==> src/rtl/grf_pkg.sv <==
// Shared constants and helpers for the general register file with busy scoreboard.
// Optional trace output is controlled by the GRF_TRACE_EN macro (see grf_scoreboard.sv).
package grf_pkg;

    localparam int unsigned GRF_WIDTH   = 32;
    localparam int unsigned GRF_ADDR_W  = 5;
    localparam int unsigned ZERO_REG    = 0;

    // Upper bounds for the generic field extractor: up to 4 ports of up to 64 bits.
    localparam int unsigned FIELD_MAX_W = 64;
    localparam int unsigned VEC_MAX_W   = 256;

    // Return field k of width w from a packed multi-port vector (port k at [k*w +: w]).
    function automatic logic [FIELD_MAX_W-1:0] field_extract(
        input logic [VEC_MAX_W-1:0] vec,
        input int unsigned          k,
        input int unsigned          w
    );
        logic [FIELD_MAX_W-1:0] mask;
        mask = (FIELD_MAX_W'(1) << w) - FIELD_MAX_W'(1);
        return FIELD_MAX_W'(vec >> (k * w)) & mask;
    endfunction

endpackage

==> src/rtl/grf_scoreboard_if.sv <==
// Bus bundle for grf_scoreboard: read ports, write port, issue/flush and status.
interface grf_scoreboard_if
    import grf_pkg::*;
#(
    parameter int unsigned WIDTH  = GRF_WIDTH,
    parameter int unsigned ADDR_W = GRF_ADDR_W,
    parameter int unsigned NRD    = 2
);

    logic [31:0]           pc;
    logic [NRD*ADDR_W-1:0] ra;
    logic [NRD*WIDTH-1:0]  rd;
    logic [NRD-1:0]        rbusy;
    logic                  we;
    logic [ADDR_W-1:0]     wa;
    logic [WIDTH-1:0]      wd;
    logic                  set_en;
    logic [ADDR_W-1:0]     set_a;
    logic                  flush;
    logic [ADDR_W:0]       busy_cnt;

    // Pipeline side: drives addresses, write data and issue/flush.
    modport master (
        output pc, ra, we, wa, wd, set_en, set_a, flush,
        input  rd, rbusy, busy_cnt
    );

    // Register file side.
    modport slave (
        input  pc, ra, we, wa, wd, set_en, set_a, flush,
        output rd, rbusy, busy_cnt
    );

endinterface

==> src/rtl/grf_busy_table.sv <==
// Per-register busy scoreboard with incrementally maintained population count.
// Priority per edge: rst > flush (then set still applies) > clear > set (set wins on same address).
module grf_busy_table
    import grf_pkg::*;
#(
    parameter int unsigned DEPTH = 32
) (
    input  logic                       clk,
    input  logic                       rst,
    input  logic                       flush,
    input  logic                       clr_en,
    input  logic [$clog2(DEPTH)-1:0]   clr_a,
    input  logic                       set_en,
    input  logic [$clog2(DEPTH)-1:0]   set_a,
    output logic [DEPTH-1:0]           busy,
    output logic [$clog2(DEPTH):0]     busy_cnt
);

    localparam int unsigned AW    = $clog2(DEPTH);
    localparam int unsigned CNT_W = AW + 1;

    logic [DEPTH-1:0] r_busy;
    logic [CNT_W-1:0] r_cnt;
    logic [DEPTH-1:0] w_busy_nxt;
    logic [CNT_W-1:0] w_cnt_nxt;
    logic             w_set_hit;
    logic             w_clr_hit;
    logic             w_inc;
    logic             w_dec;

    assign w_set_hit = set_en && (set_a != AW'(ZERO_REG));
    assign w_clr_hit = clr_en && (clr_a != AW'(ZERO_REG));

    // Next busy vector and count; the count moves by at most one per edge except on flush.
    always_comb begin
        w_busy_nxt = r_busy;
        w_cnt_nxt  = r_cnt;
        w_inc      = 1'b0;
        w_dec      = 1'b0;
        if (flush) begin
            w_busy_nxt = '0;
            w_cnt_nxt  = '0;
            if (w_set_hit) begin
                w_busy_nxt[set_a] = 1'b1;
                w_cnt_nxt         = CNT_W'(1);
            end
        end else begin
            if (w_clr_hit) begin
                w_busy_nxt[clr_a] = 1'b0;
            end
            if (w_set_hit) begin
                w_busy_nxt[set_a] = 1'b1;
            end
            // A clear on the address being set is overridden, so it must not decrement.
            w_inc     = w_set_hit && !r_busy[set_a];
            w_dec     = w_clr_hit && r_busy[clr_a] && !(w_set_hit && (set_a == clr_a));
            w_cnt_nxt = r_cnt + CNT_W'(w_inc) - CNT_W'(w_dec);
        end
    end

    // Busy state register with synchronous reset.
    always_ff @(posedge clk) begin
        if (rst) begin
            r_busy <= '0;
            r_cnt  <= '0;
        end else begin
            r_busy <= w_busy_nxt;
            r_cnt  <= w_cnt_nxt;
        end
    end

    assign busy     = r_busy;
    assign busy_cnt = r_cnt;

endmodule

==> src/rtl/grf_scoreboard.sv <==
// General register file: NRD combinational read ports with write bypass, one write port,
// and a busy scoreboard. Define GRF_TRACE_EN to print a line for every performed write.
module grf_scoreboard
    import grf_pkg::*;
#(
    parameter int unsigned WIDTH  = GRF_WIDTH,
    parameter int unsigned ADDR_W = GRF_ADDR_W,
    parameter int unsigned NRD    = 2
) (
    input  logic              clk,
    input  logic              rst,
    grf_scoreboard_if.slave   bus
);

    localparam int unsigned DEPTH = 2 ** ADDR_W;

    logic [WIDTH-1:0]     r_regs [DEPTH];
    logic [DEPTH-1:0]     w_busy;
    logic [ADDR_W:0]      w_busy_cnt;
    logic                 w_wr_hit;
    logic [NRD*WIDTH-1:0] w_rd_flat;
    logic [NRD-1:0]       w_rbusy;
    logic [ADDR_W-1:0]    w_a;

    assign w_wr_hit = bus.we && (bus.wa != ADDR_W'(ZERO_REG));

    // Data array; register 0 is never written so it stays at its reset value of zero.
    always_ff @(posedge clk) begin
        if (rst) begin
            for (int unsigned i = 0; i < DEPTH; i++) begin
                r_regs[i] <= '0;
            end
        end else if (w_wr_hit) begin
            r_regs[bus.wa] <= bus.wd;
        end
    end

    grf_busy_table #(
        .DEPTH (DEPTH)
    ) u_busy (
        .clk      (clk),
        .rst      (rst),
        .flush    (bus.flush),
        .clr_en   (bus.we),
        .clr_a    (bus.wa),
        .set_en   (bus.set_en),
        .set_a    (bus.set_a),
        .busy     (w_busy),
        .busy_cnt (w_busy_cnt)
    );

    // Read muxes: zero register, then same-cycle write bypass, then stored value and busy bit.
    always_comb begin
        w_rd_flat = '0;
        w_rbusy   = '0;
        w_a       = '0;
        for (int unsigned k = 0; k < NRD; k++) begin
            w_a = ADDR_W'(field_extract(VEC_MAX_W'(bus.ra), k, ADDR_W));
            if (w_a == ADDR_W'(ZERO_REG)) begin
                w_rd_flat[k*WIDTH +: WIDTH] = '0;
                w_rbusy[k]                  = 1'b0;
            end else if (bus.we && (bus.wa == w_a)) begin
                w_rd_flat[k*WIDTH +: WIDTH] = bus.wd;
                w_rbusy[k]                  = 1'b0;
            end else begin
                w_rd_flat[k*WIDTH +: WIDTH] = r_regs[w_a];
                w_rbusy[k]                  = w_busy[w_a];
            end
        end
    end

    assign bus.rd       = w_rd_flat;
    assign bus.rbusy    = w_rbusy;
    assign bus.busy_cnt = w_busy_cnt;

`ifdef GRF_TRACE_EN
    // Write trace in the checker's format.
    always_ff @(posedge clk) begin
        if (!rst && w_wr_hit) begin
            $display("@%h: $%2d <= %h", bus.pc, bus.wa, bus.wd);
        end
    end
`else
    logic w_unused_pc;
    assign w_unused_pc = ^bus.pc;
`endif

endmodule

==> src/flat_wrapper.sv <==
// flat-port wrapper written by rule: the top's interface ports become plain ports
module grf_scoreboard_flat import grf_pkg::*;
#(
    parameter int unsigned WIDTH  = GRF_WIDTH,
    parameter int unsigned ADDR_W = GRF_ADDR_W,
    parameter int unsigned NRD    = 2
)
  (clk, rst, bus_pc, bus_ra, bus_we, bus_wa, bus_wd, bus_set_en, bus_set_a, bus_flush, bus_rd, bus_rbusy, bus_busy_cnt);
  grf_scoreboard_if #(.WIDTH(WIDTH), .ADDR_W(ADDR_W), .NRD(NRD)) bus_i ();
  input  logic clk;
  input  logic rst;
  input wire logic [$bits(bus_i.pc)-1:0] bus_pc;
  input wire logic [$bits(bus_i.ra)-1:0] bus_ra;
  input wire logic [$bits(bus_i.we)-1:0] bus_we;
  input wire logic [$bits(bus_i.wa)-1:0] bus_wa;
  input wire logic [$bits(bus_i.wd)-1:0] bus_wd;
  input wire logic [$bits(bus_i.set_en)-1:0] bus_set_en;
  input wire logic [$bits(bus_i.set_a)-1:0] bus_set_a;
  input wire logic [$bits(bus_i.flush)-1:0] bus_flush;
  output wire logic [$bits(bus_i.rd)-1:0] bus_rd;
  output wire logic [$bits(bus_i.rbusy)-1:0] bus_rbusy;
  output wire logic [$bits(bus_i.busy_cnt)-1:0] bus_busy_cnt;
  assign bus_i.pc = bus_pc;
  assign bus_i.ra = bus_ra;
  assign bus_i.we = bus_we;
  assign bus_i.wa = bus_wa;
  assign bus_i.wd = bus_wd;
  assign bus_i.set_en = bus_set_en;
  assign bus_i.set_a = bus_set_a;
  assign bus_i.flush = bus_flush;
  assign bus_rd = bus_i.rd;
  assign bus_rbusy = bus_i.rbusy;
  assign bus_busy_cnt = bus_i.busy_cnt;
  grf_scoreboard #(.WIDTH(WIDTH), .ADDR_W(ADDR_W), .NRD(NRD)) u_core (.clk(clk), .rst(rst), .bus(bus_i));
endmodule
==> config.mk <==
export PLATFORM = sky130hd
export DESIGN_NAME = grf_scoreboard_flat
export DESIGN_NICKNAME = d
export VERILOG_FILES = /design/src/rtl/grf_pkg.sv /design/src/rtl/grf_scoreboard_if.sv /design/src/rtl/grf_busy_table.sv /design/src/rtl/grf_scoreboard.sv /design/src/flat_wrapper.sv
export SDC_FILE = /design/constraint.sdc
export NUM_CORES = 2
export LEC_CHECK = 0
export BUFFER_PORTS_ARGS = -buffer_cell sky130_fd_sc_hd__buf_2
export CAP_MARGIN = 20
export CORE_MARGIN = 3
export CORE_UTILIZATION = 50
export CTS_CLUSTER_DIAMETER = 100
export DETAILED_ROUTE_END_ITERATION = 8
export GPL_TIMING_DRIVEN = 0
export PLACE_DENSITY = 0.68
export RECOVER_POWER = 25
export SLEW_MARGIN = 10
export SYNTH_ARGS = -nofsm -noshare
export SYNTH_HDL_FRONTEND = slang
export SYNTH_SLANG_ARGS = --single-unit
==> constraint.sdc <==
create_clock -name clk -period 9.9 [get_ports clk]
set_input_delay 0.495 -clock clk [delete_from_list [all_inputs] [get_ports clk]]
set_output_delay 0.495 -clock clk [all_outputs]
set_load 0.02 [all_outputs]
* After elaboration in Yosys (flattened, before gate mapping) *
Memory sizes are Yosys's and may differ from the RTL's.
Index checks and enable logic that the tools add are counted.

word-level totals
  memory bits (writable) = 1,024
  flip-flop bits (word level) = 38
  memories = 1
  word-level logic and storage cells = 69
  output and inout bits = 72

memory list
  memory         depth  width  read ports  clocked after Yosys merged registers in  write ports  RTL line              source
  u_core.r_regs  32     32     2           0                                        32           grf_scoreboard.sv:17  logic [WIDTH-1:0] r_regs [DEPTH];

cells by class
  order comparisons = 6
  add/subtract/negate cells = 2
  eq/ne operators = 3
  bitwise logic cells = 3
  mux-type cells = 35
  reduce and logical (&&, ||, !) cells = 17

operators by type and width
  cell                number
  $mux 32             10
  $and 32x32->32      1
  $not 32->32         1
  $or 32x32->32       1
  $reduce_or 32->1    1
  $lt 5x6->1 const B  4
  $bmux 1 s5          4
  $mux 1              17
  $eq 5x5->1          3
  $demux 1 s5         2
  $ge 5x1->1 const B  2
  $logic_and 1x1->1   10
  $logic_not 5->1     2
  $reduce_bool 5->1   2
  $add 6x1->6         1
  $mux 6              1
  $sub 6x1->6         1
  $mux 5              1
  $logic_not 1->1     2

* Depth between registers and ports, before layout *
  depth in word-level cells = 11
  mapped depth = 16
  gate-level depth less buffers = 14

* Modules after synthesis *
Synthesis repeated with hierarchy kept, for this count alone.

unflattened totals
  cell total of the unflattened synthesis = 3,960
  area, all modules = 57,796.7 um^2

modules (own cells, without submodules)
  module          instances  cells each  area each (um^2)
  grf_scoreboard  1          3,689       55,331.8
  grf_busy_table  1          271         2,464.9

* Least setup slack after synthesis *
Ideal clock, no wire load.

  path kind = input port to flip-flop
  start point = input port bus_set_a[0]
  end point = register u_core.u_busy.r_cnt[4], in the netlist u_core.u_busy.busy_cnt[4]
  slack = 6,425 ps
  stages on the path = 14
  data arrival time = 3,346 ps
  library setup time = 130 ps
  cells stage by stage = buf_2 -> buf_1 -> mux4_2 -> a211oi_1 -> o221ai_1 -> ha_1 -> inv_1 -> ha_1 -> fa_1 -> a21oi_1 -> nor2_1 -> nor2_1 -> xor2_1 -> nor3_1

between the ends
  longest elaborated chain between the ends = 7
  elaborated cells between the ends (all ways) = 13
  classes of those cells = 2 x add/sub; 1 x eq/ne; 3 x mux; 7 x reduce/logical

ends and longest elaborated chain
  item                                                               RTL line                                    source
  start: declaration                                                 flat_wrapper.sv:18                          input wire logic [$bits(bus_i.set_a)-1:0] bus_set_a;
  $bmux 1 s5 or $reduce_bool 5->1 (tied branches)                    grf_busy_table.sv:55, grf_busy_table.sv:31
  $mux 1 (not written as such) or $logic_and 1x1->1 (tied branches)  grf_busy_table.sv:55, grf_busy_table.sv:31
  $logic_not 1->1 or $logic_and 1x1->1 (tied branches)               grf_busy_table.sv:55, grf_busy_table.sv:56
  $logic_and 1x1->1 or $logic_not 1->1 (tied branches)               grf_busy_table.sv:55, grf_busy_table.sv:56
  $add 6x1->6 or $logic_and 1x1->1 (tied branches)                   grf_busy_table.sv:57, grf_busy_table.sv:56
  $sub 6x1->6 *                                                      grf_busy_table.sv:57                        w_cnt_nxt = r_cnt + CNT_W'(w_inc) - CNT_W'(w_dec);
  $mux 6 *                                                           grf_busy_table.sv:40                        if (flush) begin
  end signal: assignment                                             grf_busy_table.sv:68                        r_cnt <= w_cnt_nxt;
  end: declaration                                                   grf_busy_table.sv:23                        logic [CNT_W-1:0] r_cnt;

Mark *: on every way between the ends. The rest lies on a longest branch, timed or not. The select of a mux whose other input is x is not followed.
A chain may end at the register's enable or synchronous reset.

* Worst setup path in the final report *
  start point = input port bus_ra[6]
  end point = output port bus_rd[43]

between the ends
  longest elaborated chain between the ends = 4
  elaborated cells between the ends (all ways) = 6
  classes of those cells = 1 x eq/ne; 2 x mux; 2 x reduce/logical; 1 x memory

ends and longest elaborated chain
  item                                                                   RTL line              source
  start: declaration                                                     flat_wrapper.sv:13    input wire logic [$bits(bus_i.ra)-1:0] bus_ra;
  parallel branches: the longest is 3 deep, another holds $mem_v2 32x32  n/a
  $mux 32 *                                                              grf_scoreboard.sv:59  if (w_a == ADDR_W'(ZERO_REG)) begin
  end: declaration                                                       flat_wrapper.sv:20    output wire logic [$bits(bus_i.rd)-1:0] bus_rd;

Mark *: on every way between the ends.

==> results.cfg <==
[status]
result_of_the_run = complete, but fails checks
violated_checks = capacitance limit, slew limit

[die]
core_area_um2 = 115000
core.rowCount = 124
chipWidth_um = 346
design.die.area_um2 = 120000
die_y_um = 346
io_pins = 161
start_util = 0.505

[final_layout]
num-fill-cells = 9280
layout-drive-gt1-share = 0.224
area_growth_syn_to_layout_pct = 12.2
post-route-cell-area_um2 = 65000
multi_input_comb_area_um2 = 24600
area_taken_by_flip_flops_and_latches_um2 = 31500
design.final.nets = 4404
instances_no_fill = 5919

[power]
power_density_nw_per_um2 = 173
total_power_mw = 11.3
highest_ir_drop_seen_on_vdd_mv = 0.145
p_leak_nw = 22.6

[route]
dr.pass1.iters = 8
avgViaCountPerCell = 7.18
detailedRoute.firstIterationViolations = 7403
postRouteWirelength_um = 251000
detail_route.drc_violations = 0
number_of_routed_nets_with_antenna_violations = 0
post_drt_wl_per_cell_um = 42.5
routed-via-count = 42500

[sta]
clock.fmax_ghz = 0.186
fin_crit_sh = 0.544
timing.setup.tns_ps = 0
worstMarginPinSlew_ps = 3260
hold_viol = 0
setup-violations-final = 0
skew_final_ps = 18.5
clock_period_minus_worst_slack_ps = 5380
max-slew-margin-rel = -1.18
grt_setup_unrepaired = false
slew_viols_final = 206

[placed_design]
io_buffers = 112
placed_area_um2 = 61500
dpl.hpwl_um = 179000
routability_congestion_estimate = 1.05
place_inst = 5697

[logic_synthesis]
synth.area.top_cells = sky130_fd_sc_hd__edfxtp_1 53%, sky130_fd_sc_hd__mux4_2 18%, sky130_fd_sc_hd__and2_1 11%
ys_dominant_reg_cell = sky130_fd_sc_hd__edfxtp_1
synth_cells = 3999
synth-edff-count = 1024
yosysSeqAreaShare = 0.544
avgSynthCellArea_um2 = 14.5
async_reset_ff_frac = 0
synth_largest_area_cell = sky130_fd_sc_hd__edfxtp_1
synth.distinct_cells = 63
synth_largest_type_area_fraction = 0.531
netlist_area_um2 = 57900
synth_warnings = 0
yosys_register_bits = 1062
synthTopCellsByCount = 1,024 x sky130_fd_sc_hd__edfxtp_1, 1,000 x sky130_fd_sc_hd__and2_1, 461 x sky130_fd_sc_hd__mux4_2
synthMostInstantiatedCell = sky130_fd_sc_hd__edfxtp_1

[setup_path]
critPathCaptureType = output port
cp-start-kind = input port
worst-path-buf-inv = 5
critPathMaxStageDelay_ps = 880
critical_path_peak_fanout = 10
cp_common_cell = sky130_fd_sc_hd__buf_2
crit_slowest_cell = sky130_fd_sc_hd__a221oi_1
worstSetupPathType = in -> out
data_arrival_time_at_the_worst_slack_endpoint_ps = 4890
timing.critical_path.cells = buf_2, buf_4, buf_2, buf_2, mux4_2, nand2_1, o2111ai_1, a221oi_1, o2bb2ai_1, buf_2
data_required_critical_path_ps = 9410
critical_path.top_delay_family = buffers and inverters

[clock_tree]
cts_tree = yes
clock_tree.htree_level_count = 3
post_cts_setup_inserts = 0
clk_path_buf_depth = 3
cts.repair.resized = 0
cts-hold-fix-buffers = 0
clk_pin_slew_ps = 50
cts.sink_count = 1062
cts_buffers = 117
insertion_delay_ps = 740
cts_root_buffer = sky130_fd_sc_hd__clkbuf_16

[global_route]
first_global_vias = 40900
gr-usage-all-layers = 0.413
globalRoute.totalOverflow = 0
antenna_violations_before_repair = 12
wire_length_of_the_first_global_routing_pass_um = 336000
grt_max_degree = 33

[run]
drv.max_cap_violation_count = 8

[min_path]
timing.hold.worst.class = in -> reg
[logic make-up (layout without fill, tap and decap cells)]
group / Yosys count / count (layout) / share of synthesized area
xor+xnor: 19 / 19 / 0.00287
mux: 692 / 692 / 0.220
compound gates: 467 / 467 / 0.0626
fa+ha+maj: 7 / 7 / 0.00164
other cells: 1 / 40 / 0.0000647
simple gates: 1308 / 1308 / 0.134
flops: 1062 / 1062 / 0.544
buf+inv: 443 / 812 / 0.0352
[where the power goes]
part	switching (mW)	internal, mW
registers	0.130	5.18
clock network	1.91	2.39
logic	1.09	0.585
total	3.13	8.15
[final timing paths]
| path | from | end | slack [ps] | depth (start not counted) |
|---|---|---|---|---|
| min reg2reg | u_core.u_busy.busy[0] | u_core.u_busy.busy[0] | 530 | 1 |
| max reg2reg | u_core.u_busy.busy[23] | u_core.u_busy.busy_cnt[4] | 6470 | 14 |
| max | bus_ra[6] | bus_rd[43] | 4520 | 10 |
| min | bus_set_en | u_core.u_busy.busy[30] | 110 | 3 |
[tightest hold or removal path, stage by stage]
cell	delay, ps
sky130_fd_sc_hd__buf_2	170
sky130_fd_sc_hd__nand3_1	80
sky130_fd_sc_hd__nand2_1	50
[per-stage QoR]
step	hold slack, ps	util	setup slack, ps
after floorplan	460	-	6420
after global placement	508	0.528	3670
after detailed placement	520	0.537	5050
after CTS	80.8	0.568	5040
after global routing	113	0.567	4700
final	106	0.567	4520
[state kept, by name (all words and copies together) (netlist names)]
signal                  flops
u_core.r_regs            1024
u_core.u_busy.busy         32
u_core.u_busy.busy_cnt      6
[cell type report]
class | instances | area share
antenna | 8 | 0.000308
sequential | 1062 | 0.485
inverter | 9 | 0.000520
clock inverter | 66 | 0.00855
tap | 1512 | 0.0291
timing repair buffer | 159 | 0.0204
buffer | 434 | 0.0310
multi-input combinational | 2525 | 0.379
clock buffer | 144 | 0.0466
[metal layers]
layer	track usage	share of wire	vias to the layer above
li1	-	-	16100
met1	0.517	0.34	21400
met2	0.578	0.41	4046
met3	0.155	0.15	938
met4	0.323	0.098	6
met5	0.00392	0.00035	-
[placed cells by master (no fill, tap or decap), types with 40 or more instances in the layout]
master,n
sky130_fd_sc_hd__mux4_2,461
sky130_fd_sc_hd__clkbuf_1,319
sky130_fd_sc_hd__and2_1,957
sky130_fd_sc_hd__a22o_1,60
sky130_fd_sc_hd__mux2i_1,188
sky130_fd_sc_hd__a211oi_1,42
sky130_fd_sc_hd__buf_2,182
sky130_fd_sc_hd__o211ai_1,40
sky130_fd_sc_hd__a22oi_1,48
sky130_fd_sc_hd__o22ai_1,59
sky130_fd_sc_hd__nor2_1,66
sky130_fd_sc_hd__a21oi_1,41
sky130_fd_sc_hd__nand2_1,103
sky130_fd_sc_hd__mux2_2,43
sky130_fd_sc_hd__edfxtp_1,1024
sky130_fd_sc_hd__and2_0,43
sky130_fd_sc_hd__clkbuf_16,117
No activity file was read; power rests on OpenSTA's default activity.
